## src/rtl/ins_loader_if.sv

```systemverilog
// Loader bundle: host control, byte stream with valid/ready, instruction-memory write port and status.
// Latency: none, signal bundle only.
// Backpressure: byte_ready from the loader throttles byte_valid from the host.
interface ins_loader_if #(
    parameter int ADDR_W = 10
);
    // host control
    logic              start;
    logic [ADDR_W-1:0] load_len;
    logic              abort;

    // program byte stream
    logic [7:0]        byte_in;
    logic              byte_valid;
    logic              byte_ready;

    // instruction memory write port
    logic              WE;
    logic [31:0]       W_Ins;
    logic [ADDR_W-1:0] W_Addr;

    // status
    logic              cpu_rst;
    logic              busy;
    logic              done;
    logic              err;
    logic [ADDR_W-1:0] words_loaded;

    // host / bench side
    modport master (
        output start, load_len, abort, byte_in, byte_valid,
        input  byte_ready, WE, W_Ins, W_Addr, cpu_rst, busy, done, err, words_loaded
    );

    // loader side
    modport slave (
        input  start, load_len, abort, byte_in, byte_valid,
        output byte_ready, WE, W_Ins, W_Addr, cpu_rst, busy, done, err, words_loaded
    );
endinterface

```

## src/rtl/ins_loader.sv

```systemverilog
// Instruction loader: packs a little-endian byte stream into 32-bit words, writes them to imem, verifies an 8-bit sum.
// Latency: WE one cycle after the 4th byte of a word; done/err one cycle after the checksum byte.
// Backpressure: byte_ready is state-decoded (LOAD/CKSUM only); bytes move only when byte_valid && byte_ready.
module ins_loader #(
    parameter int ADDR_W = 10
) (
    input  logic         CLK,
    input  logic         RST,
    ins_loader_if.slave  bus
);

    typedef enum logic [2:0] {
        IDLE  = 3'd0,
        LOAD  = 3'd1,
        WRITE = 3'd2,
        CKSUM = 3'd3,
        DONE  = 3'd4,
        ERR   = 3'd5
    } state_t;

    state_t            state;
    state_t            state_nxt;

    logic [ADDR_W-1:0] len_q;      // captured word count of the running load
    logic [ADDR_W-1:0] wl_q;       // words written so far; also the write address
    logic [1:0]        bcnt_q;     // byte position inside the word being assembled
    logic [31:0]       word_q;     // word under assembly, presented on W_Ins
    logic [7:0]        sum_q;      // running modulo-256 sum of data bytes

    logic              rdy;
    logic              xfer;
    logic              start_acc;
    logic              start_ok;
    logic              last_byte;
    logic [ADDR_W-1:0] wl_inc;
    state_t            start_tgt;

    logic              we_c;
    logic              busy_c;
    logic              done_c;
    logic              err_c;

    // A start is honoured only while no load is running; a zero length is an error.
    assign start_acc = bus.start && ((state == IDLE) || (state == DONE) || (state == ERR));
    assign start_ok  = start_acc && (bus.load_len != '0);
    assign start_tgt = (bus.load_len != '0) ? LOAD : ERR;

    // byte_ready depends on state only, so no path from byte_valid reaches it.
    assign rdy       = (state == LOAD) || (state == CKSUM);
    assign xfer      = bus.byte_valid && rdy;
    assign last_byte = (bcnt_q == 2'd3);
    assign wl_inc    = wl_q + {{(ADDR_W-1){1'b0}}, 1'b1};

    // State register.
    always_ff @(posedge CLK or posedge RST) begin
        if (RST) begin
            state <= IDLE;
        end else begin
            state <= state_nxt;
        end
    end

    // Next state and state-decoded outputs.
    always_comb begin
        state_nxt = state;
        we_c      = 1'b0;
        busy_c    = 1'b0;
        done_c    = 1'b0;
        err_c     = 1'b0;

        case (state)
            IDLE: begin
                if (start_acc) begin
                    state_nxt = start_tgt;
                end
            end

            LOAD: begin
                busy_c = 1'b1;
                // abort beats a simultaneous 4th byte, so that word is never written
                if (bus.abort) begin
                    state_nxt = ERR;
                end else if (xfer && last_byte) begin
                    state_nxt = WRITE;
                end
            end

            WRITE: begin
                busy_c = 1'b1;
                // the strobe is issued for this cycle even when abort arrives with it
                we_c   = 1'b1;
                if (bus.abort) begin
                    state_nxt = ERR;
                end else if (wl_inc == len_q) begin
                    state_nxt = CKSUM;
                end else begin
                    state_nxt = LOAD;
                end
            end

            CKSUM: begin
                busy_c = 1'b1;
                if (bus.abort) begin
                    state_nxt = ERR;
                end else if (xfer) begin
                    state_nxt = (bus.byte_in == sum_q) ? DONE : ERR;
                end
            end

            DONE: begin
                done_c = 1'b1;
                state_nxt = start_acc ? start_tgt : IDLE;
            end

            ERR: begin
                err_c = 1'b1;
                if (start_acc) begin
                    state_nxt = start_tgt;
                end
            end

            default: begin
                state_nxt = IDLE;
            end
        endcase
    end

    // Datapath: length capture, byte packing, checksum and word counter.
    always_ff @(posedge CLK or posedge RST) begin
        if (RST) begin
            len_q  <= '0;
            wl_q   <= '0;
            bcnt_q <= 2'd0;
            word_q <= 32'h0;
            sum_q  <= 8'h0;
        end else if (start_ok) begin
            len_q  <= bus.load_len;
            wl_q   <= '0;
            bcnt_q <= 2'd0;
            word_q <= 32'h0;
            sum_q  <= 8'h0;
        end else begin
            case (state)
                LOAD: begin
                    if (xfer && !bus.abort) begin
                        word_q[{bcnt_q, 3'b000} +: 8] <= bus.byte_in;
                        bcnt_q <= bcnt_q + 2'd1;
                        sum_q  <= sum_q + bus.byte_in;
                    end
                end
                WRITE: begin
                    wl_q <= wl_inc;
                end
                default: begin
                end
            endcase
        end
    end

    assign bus.byte_ready   = rdy;
    assign bus.WE           = we_c;
    assign bus.W_Ins        = word_q;
    assign bus.W_Addr       = wl_q;
    assign bus.busy         = busy_c;
    assign bus.done         = done_c;
    assign bus.err          = err_c;
    assign bus.cpu_rst      = busy_c || err_c;
    assign bus.words_loaded = wl_q;

    // The write strobe is a single-cycle pulse and never coincides with byte acceptance.
    a_we_single: assert property (@(posedge CLK) disable iff (RST) bus.WE |=> !bus.WE);
    a_we_no_rdy: assert property (@(posedge CLK) disable iff (RST) !(bus.WE && bus.byte_ready));

endmodule

```

## src/flat_wrapper.sv

```systemverilog
// flat-port wrapper written by rule: the top's interface ports become plain ports
module ins_loader_flat 
#(
    parameter int ADDR_W = 10
)
  (CLK, RST, bus_start, bus_load_len, bus_abort, bus_byte_in, bus_byte_valid, bus_byte_ready, bus_WE, bus_W_Ins, bus_W_Addr, bus_cpu_rst, bus_busy, bus_done, bus_err, bus_words_loaded);
  ins_loader_if #(.ADDR_W(ADDR_W)) bus_i ();
  input  logic CLK;
  input  logic RST;
  input wire logic [$bits(bus_i.start)-1:0] bus_start;
  input wire logic [$bits(bus_i.load_len)-1:0] bus_load_len;
  input wire logic [$bits(bus_i.abort)-1:0] bus_abort;
  input wire logic [$bits(bus_i.byte_in)-1:0] bus_byte_in;
  input wire logic [$bits(bus_i.byte_valid)-1:0] bus_byte_valid;
  output wire logic [$bits(bus_i.byte_ready)-1:0] bus_byte_ready;
  output wire logic [$bits(bus_i.WE)-1:0] bus_WE;
  output wire logic [$bits(bus_i.W_Ins)-1:0] bus_W_Ins;
  output wire logic [$bits(bus_i.W_Addr)-1:0] bus_W_Addr;
  output wire logic [$bits(bus_i.cpu_rst)-1:0] bus_cpu_rst;
  output wire logic [$bits(bus_i.busy)-1:0] bus_busy;
  output wire logic [$bits(bus_i.done)-1:0] bus_done;
  output wire logic [$bits(bus_i.err)-1:0] bus_err;
  output wire logic [$bits(bus_i.words_loaded)-1:0] bus_words_loaded;
  assign bus_i.start = bus_start;
  assign bus_i.load_len = bus_load_len;
  assign bus_i.abort = bus_abort;
  assign bus_i.byte_in = bus_byte_in;
  assign bus_i.byte_valid = bus_byte_valid;
  assign bus_byte_ready = bus_i.byte_ready;
  assign bus_WE = bus_i.WE;
  assign bus_W_Ins = bus_i.W_Ins;
  assign bus_W_Addr = bus_i.W_Addr;
  assign bus_cpu_rst = bus_i.cpu_rst;
  assign bus_busy = bus_i.busy;
  assign bus_done = bus_i.done;
  assign bus_err = bus_i.err;
  assign bus_words_loaded = bus_i.words_loaded;
  ins_loader #(.ADDR_W(ADDR_W)) u_core (.CLK(CLK), .RST(RST), .bus(bus_i));
endmodule
```

## config.mk

```make
export PLATFORM = sky130hd
export DESIGN_NAME = ins_loader_flat
export DESIGN_NICKNAME = d
export VERILOG_FILES = /design/src/rtl/ins_loader_if.sv /design/src/rtl/ins_loader.sv /design/src/flat_wrapper.sv
export SDC_FILE = /design/constraint.sdc
export NUM_CORES = 1
export LEC_CHECK = 0
export BUFFER_PORTS_ARGS = -buffer_cell sky130_fd_sc_hd__buf_2
export CAP_MARGIN = 20
export CORE_ASPECT_RATIO = 1.25
export CORE_MARGIN = 2
export CORE_UTILIZATION = 52
export CTS_BUF_LIST = sky130_fd_sc_hd__clkbuf_4 sky130_fd_sc_hd__clkbuf_8 sky130_fd_sc_hd__clkbuf_16
export CTS_CLUSTER_DIAMETER = 200
export DETAILED_ROUTE_END_ITERATION = 10
export PLACE_DENSITY_LB_ADDON = 0.12
export SKIP_LAST_GASP = 1
export SLEW_MARGIN = 15
export SYNTH_ARGS = -nofsm -noshare
export SYNTH_HDL_FRONTEND = slang
export SYNTH_SLANG_ARGS = --single-unit
```

## constraint.sdc

```tcl
create_clock -name CLK -period 3.15 [get_ports CLK]
set_clock_uncertainty 0.1 [all_clocks]
set_input_delay 0 -clock CLK [delete_from_list [all_inputs] [get_ports CLK]]
set_output_delay 0 -clock CLK [all_outputs]
set_load 0.01 [all_outputs]
```

==> results of run 1 <==
area by class of cell:
class	instances	area [um2]
clock inverters	6	43.8
inverters	13	48.8
repair buffers	105	653
clock buffers	10	138
fillers	553	2230
multi-input cells	267	1750
well taps	87	109
flip-flops and latches	65	1630
cells in the final DEF (no fill, tap or decap), types with 2 or more instances in the layout:
cell type and instances:
and2_1 3, nand2_1 55, clkinv_4 3, a21oi_1 18, a22o_1 25, and4_1 2
ha_1 13, dlygate4sd3_1 21, a21oi_4 2, o2111ai_1 2, o31ai_1 6, buf_4 3
a21o_1 3, nor2b_2 2, o21ai_0 29, o22ai_1 2, buf_2 80, nand4_1 3
nor3_1 5, mux2i_1 2, nand2b_1 2, nor2b_1 2, nand3_1 22, nor2_1 15
clkbuf_8 10, a21boi_0 2, a31oi_1 4, inv_2 2, xnor2_1 9, and3_1 3
inv_1 11, dfrtp_1 65, clkinv_2 2, xor2_1 7, nor4_1 3
power by group:
group | leakage, nW | total, mW | switching (mW) | internal [mW]
Sequential | 0.879 | 1.15 | 0.150 | 0.995
Clock | 0.0922 | 0.657 | 0.349 | 0.308
Combinational | 1.19 | 1.07 | 0.618 | 0.448
Total | 2.16 | 2.87 | 1.12 | 1.75
cell families (layout without fill, tap and decap cells):
logic type / after synthesis / after routing / synth area share [%]
and+or+nand+nor: 131 / 131 / 18.7
AOI/OAI and AO/OA: 101 / 101 / 19.3
DFF: 65 / 65 / 45.3
buffers and inverters: 41 / 134 / 5.95
xor gates and xnor gates: 17 / 17 / 4.56
adders and majority gates: 15 / 15 / 5.36
muxes: 3 / 3 / 0.870
worst register-to-register path, stage by stage, from the launching register on:
cell and delay, ps:
dfrtp_1 500, nor2b_2 230, nor3b_2 620, and2_1 510, a21oi_2 160, a22o_1 280
sequential cells by signal, indices dropped and copies added, names as in the netlist:
signal	cells
u_core.bcnt_q	2
u_core.len_q	10
u_core.bus.W_Ins	32
u_core.bus.W_Addr	10
u_core.sum_q	8
u_core.state	3
how the worst max path moves through the flow:
stage                                      to  slack (ps)  depth (start not counted)
after floorplan               u_core.state[1]        1120                          6
after global placement    u_core.bus.W_Ins[2]         820                          5
after detailed placement  u_core.bus.W_Ins[5]         720                          5
after CTS                 u_core.bus.W_Ins[7]         680                          5
after global routing          u_core.sum_q[2]         500                          5
final                     u_core.bus.W_Ins[7]         630                          5
routing by layer:
layer  vias to the layer above  GRT usage, %
met4                         0          8.37
met5                         -             0
met1                      1506          31.6
li1                       1493             -
met3                        18          4.20
met2                        91          40.6
==> results_dict.tcl, run 1 <==
set metrics [dict create \
    slew_viol_final 0 \
    drive_above_1_share_pct 25.3 \
    nNetsFinal 498 \
    cp.required_ps 3280 \
    cap_violations 0 \
    h-tree-depth 3 \
    r2r_cells 5 \
    place_hpwl_um 6250 \
    setup-tns-final_ps 0 \
    slowest_stage "nor3b_2" \
    timing.fmax_mhz 397 \
    hold_end "u_core.state[0]" \
    wire_per_inst_um 16.0 \
    num_antenna_cells 0 \
    startpoint "u_core.state[0]" \
    synth_top_area_share_pct 45.3 \
    hold_viol_final 0 \
    cts_buffer_depth 2 \
    netlist_instances 373 \
    grt_overflow 0 \
    placed_area_um2 3980 \
    dp.cells 516 \
    crit_chain "nor2b_2 > nor3b_2 > and2_1 > a21oi_2 > a22o_1" \
    synth_ff_type "dfrtp_1" \
    powerDensity_nw_per_um2 656 \
    final_util_pct 66.2 \
    power.static_leakage_nw 2.16 \
    finalCritPeriodShare_pct 80.0 \
    start_util_pct 54.4 \
    whs_ps 61.7 \
    pre_cts_ws_ps 725 \
    reg2reg_setup_slack_ps 630 \
    ant_nets 0 \
    drt-met1-wl_um 3860 \
    crit_buf_inv 0 \
    hold_depth 4 \
    ir_worst_vdd_mv 0.319 \
    holdCritPathClass "in2reg" \
    synth_area_leaders "dfrtp_1, a22o_1, nand2_1" \
    setup_viol 0 \
    synth_largest_area_cell "dfrtp_1" \
    total_power_mw 2.87 \
    rsz0062_at_grt "no" \
    gp_congestion 0.874 \
    synth_most_common_cell "dfrtp_1" \
    grt_max_degree 36 \
    grtUsageTotal_pct 24.2 \
    syn_avg_cell_area_um2 9.63 \
    min_from "bus_start" \
    area_growth_pct 21.7 \
    grt_first_pass_wirelength_um 14500 \
    rr_endpoint "u_core.bus.W_Ins[7]" \
    post_cts.repair.setup_buffers 0 \
    cts_tree "done" \
    arrival_ps 2650 \
    cts-resized-gates 0 \
    routed_wirelength_um 8870 \
    design.core.area_um2 6610 \
    met3_length_um 370 \
    clk_pin_slew_ps 80 \
    synth_fp_nets 410 \
    fp-row-count 33 \
    yosysUniqueCellTypes 59 \
    min_period_ps 2520 \
    relSlewSlack_pct 50.7 \
    boundaryPins 81 \
    yosys-top-cells-count "dfrtp_1, nand2_1, o21ai_0" \
    antenna_found_initial 0 \
    clkLatencyLatePin_ps 340 \
    reg2reg_from "u_core.state[0]" \
    cpLargestDelayFamily "simple AND/OR/NAND/NOR gates" \
    slowest_delay_ps 620 \
    top_layer "met4" \
    ys_seq_elements 65 \
    first_pass_iters 4 \
    die-area_um2 7600 \
    fin_ws_ps 629 \
    cts_sinks 65 \
    finish.instance_area_um2 4370 \
    synth_area_um2 3590 \
    yosys_warnings 0 \
    critPathMaxFanout 13 \
    die_y_um 96.9 \
    drc_errors 0 \
    crit_type "reg2reg" \
    via_per_inst 5.62 \
    grt_pass1_vias 2993 \
    ys_seq_area_share_pct 45.3 \
    synth-edff-count 0 \
    cts_inserted_buffers 9 \
    worstSetupEndpointType "flop" \
    postCtsHoldBufs 21 \
    tightest_slew_ps 733 \
    start_kind "flop" \
    wl_met2_um 4440 \
    async_flop_share_pct 100 \
    drt_iter0_drc 233 \
    fin_cells 553 \
    outcome "completed" \
    ctsRootBufferMaster "clkbuf_8" \
    die_w_um 78.4 \
    numPortBuffers 80 \
    num_vias 3108 \
]
No activity file was read; power rests on OpenSTA's default activity.
==> run 2, diff against run 1 <==
clock period = 2.4 ns   (was 3.15 ns; I/O delays follow)
==> results_dict.tcl, run 2 (synthesis gave the netlist of run 1 again) <==
set metrics [dict create \
    routed_wirelength_um 9110 \
    start_kind "flop" \
    outcome "completed" \
    powerDensity_nw_per_um2 891 \
    cts-resized-gates 0 \
    cts_sinks 65 \
    fin_ws_ps 311 \
    area_growth_pct 24.5 \
    die-area_um2 7600 \
    num_antenna_cells 0 \
    worstSetupEndpointType "flop" \
    largest_register_ff_count 32 \
    dp.cells 525 \
    via_per_inst 5.60 \
    cap_violations 0 \
    wire_per_inst_um 16.2 \
    ctsRootBufferMaster "clkbuf_8" \
    antenna_found_initial 0 \
    design.core.area_um2 6610 \
    tightest_slew_ps 668 \
    multi_input_area_um2 1750 \
    fin_cells 561 \
    holdCritPathClass "in2reg" \
    boundaryPins 81 \
    setup_viol 0 \
    slew_viol_final 0 \
    drc_errors 0 \
    relSlewSlack_pct 55.4 \
    final_cell_mix "buf_2, dfrtp_1, nand2_1" \
    placed_area_um2 4050 \
    start_util_pct 54.4 \
    place_hpwl_um 6480 \
    grtUsageTotal_pct 25.8 \
    layout.area.seq_um2 1630 \
    h-tree-depth 3 \
    arrival_ps 2240 \
    drt_iter0_drc 151 \
    cp.required_ps 2550 \
    critPathMaxFanout 8 \
    timing.fmax_mhz 479 \
    ant_nets 0 \
    rsz0062_at_grt "no" \
    final_common_cell "buf_2" \
    hold_viol_final 0 \
    first_pass_iters 5 \
    die_y_um 96.9 \
    n_fill_cell 527 \
    ir_worst_vdd_mv 0.476 \
    setup-tns-final_ps 0 \
    grt_first_pass_wirelength_um 15400 \
    finalCritPeriodShare_pct 87.0 \
    min_period_ps 2090 \
    crit_type "reg2reg" \
    grt_overflow 0 \
    finish.instance_area_um2 4480 \
    numPortBuffers 80 \
    fp-row-count 33 \
    drive_above_1_share_pct 26.6 \
    num_vias 3142 \
    nNetsFinal 507 \
    clkLatencyLatePin_ps 340 \
    die_w_um 78.4 \
    cts_inserted_buffers 9 \
    cts_tree "done" \
    post_cts.repair.setup_buffers 0 \
    pre_cts_ws_ps 301 \
    cts_buffer_depth 2 \
    gp_congestion 0.886 \
    power.static_leakage_nw 2.23 \
    grt_max_degree 37 \
    clk_pin_slew_ps 70 \
    grt_pass1_vias 3150 \
]
==> run 2: path summary, 6_finish.rpt <==
kind,start,endpoint,slack (ps),cells after the start
max,u_core.bus.W_Addr[1],u_core.state[1],310,6
min,bus_start,u_core.state[0],80,4
max reg2reg,u_core.bus.W_Addr[1],u_core.state[1],310,6
min reg2reg,u_core.len_q[4],u_core.len_q[4],400,2
min in group asynchronous,RST,u_core.len_q[2],210,3
max in group asynchronous,RST,u_core.bus.W_Ins[23],1380,4
==> run 2: metrics by stage <==
step / power, mW / hold slack [ps] / util, %
floorplan: 2.51 / 5.44 / -
finish: 3.99 / 80.3 / 67.7
global placement: 2.91 / 44.5 / 61.3
global route: 4.26 / 119 / 67.7
detailed placement: 2.94 / 40.1 / 61.3
CTS: 4.02 / 62.1 / 67.7
==> run 2: cell type report <==
type	count	area share [%]
clock buffer	12	3.41
timing repair buffer	114	16.1
clock inverter	3	1.45
multi-input combinational	267	39.2
sequential	65	36.3
tap	87	2.43
inverter	13	1.09
==> run 2: critical path: stages (launching register included) <==
cell and delay (ps):
dfrtp_1 430, ha_1 310, nand3_4 140, or4_1 540, a21oi_1 160, o2111ai_1 140, o31ai_2 190
==> run 2: what timing repair did <==
item	in CTS	in global routing
hold buffers	21	0
setup endpoints to repair	0	0
endpoints found under the hold margin	74	0
==> run 2: per-layer routing <==
metal	part of all wire [%]	vias up	routed length [um]	global-route usage [%]
li1	-	1513	-	-
met1	42	1532	3810	31.9
met2	52	81	4750	44.2
met3	3.8	16	345	4.94
met4	2.2	0	202	10.1
met5	0	-	0	0
==> run 2: power by group <==
| group | internal (mW) | switching, mW | total (mW) | leakage, nW |
|---|---|---|---|---|
| Combinational | 0.625 | 0.849 | 1.47 | 1.24 |
| Sequential | 1.31 | 0.178 | 1.49 | 0.879 |
| Clock | 0.629 | 0.401 | 1.03 | 0.113 |
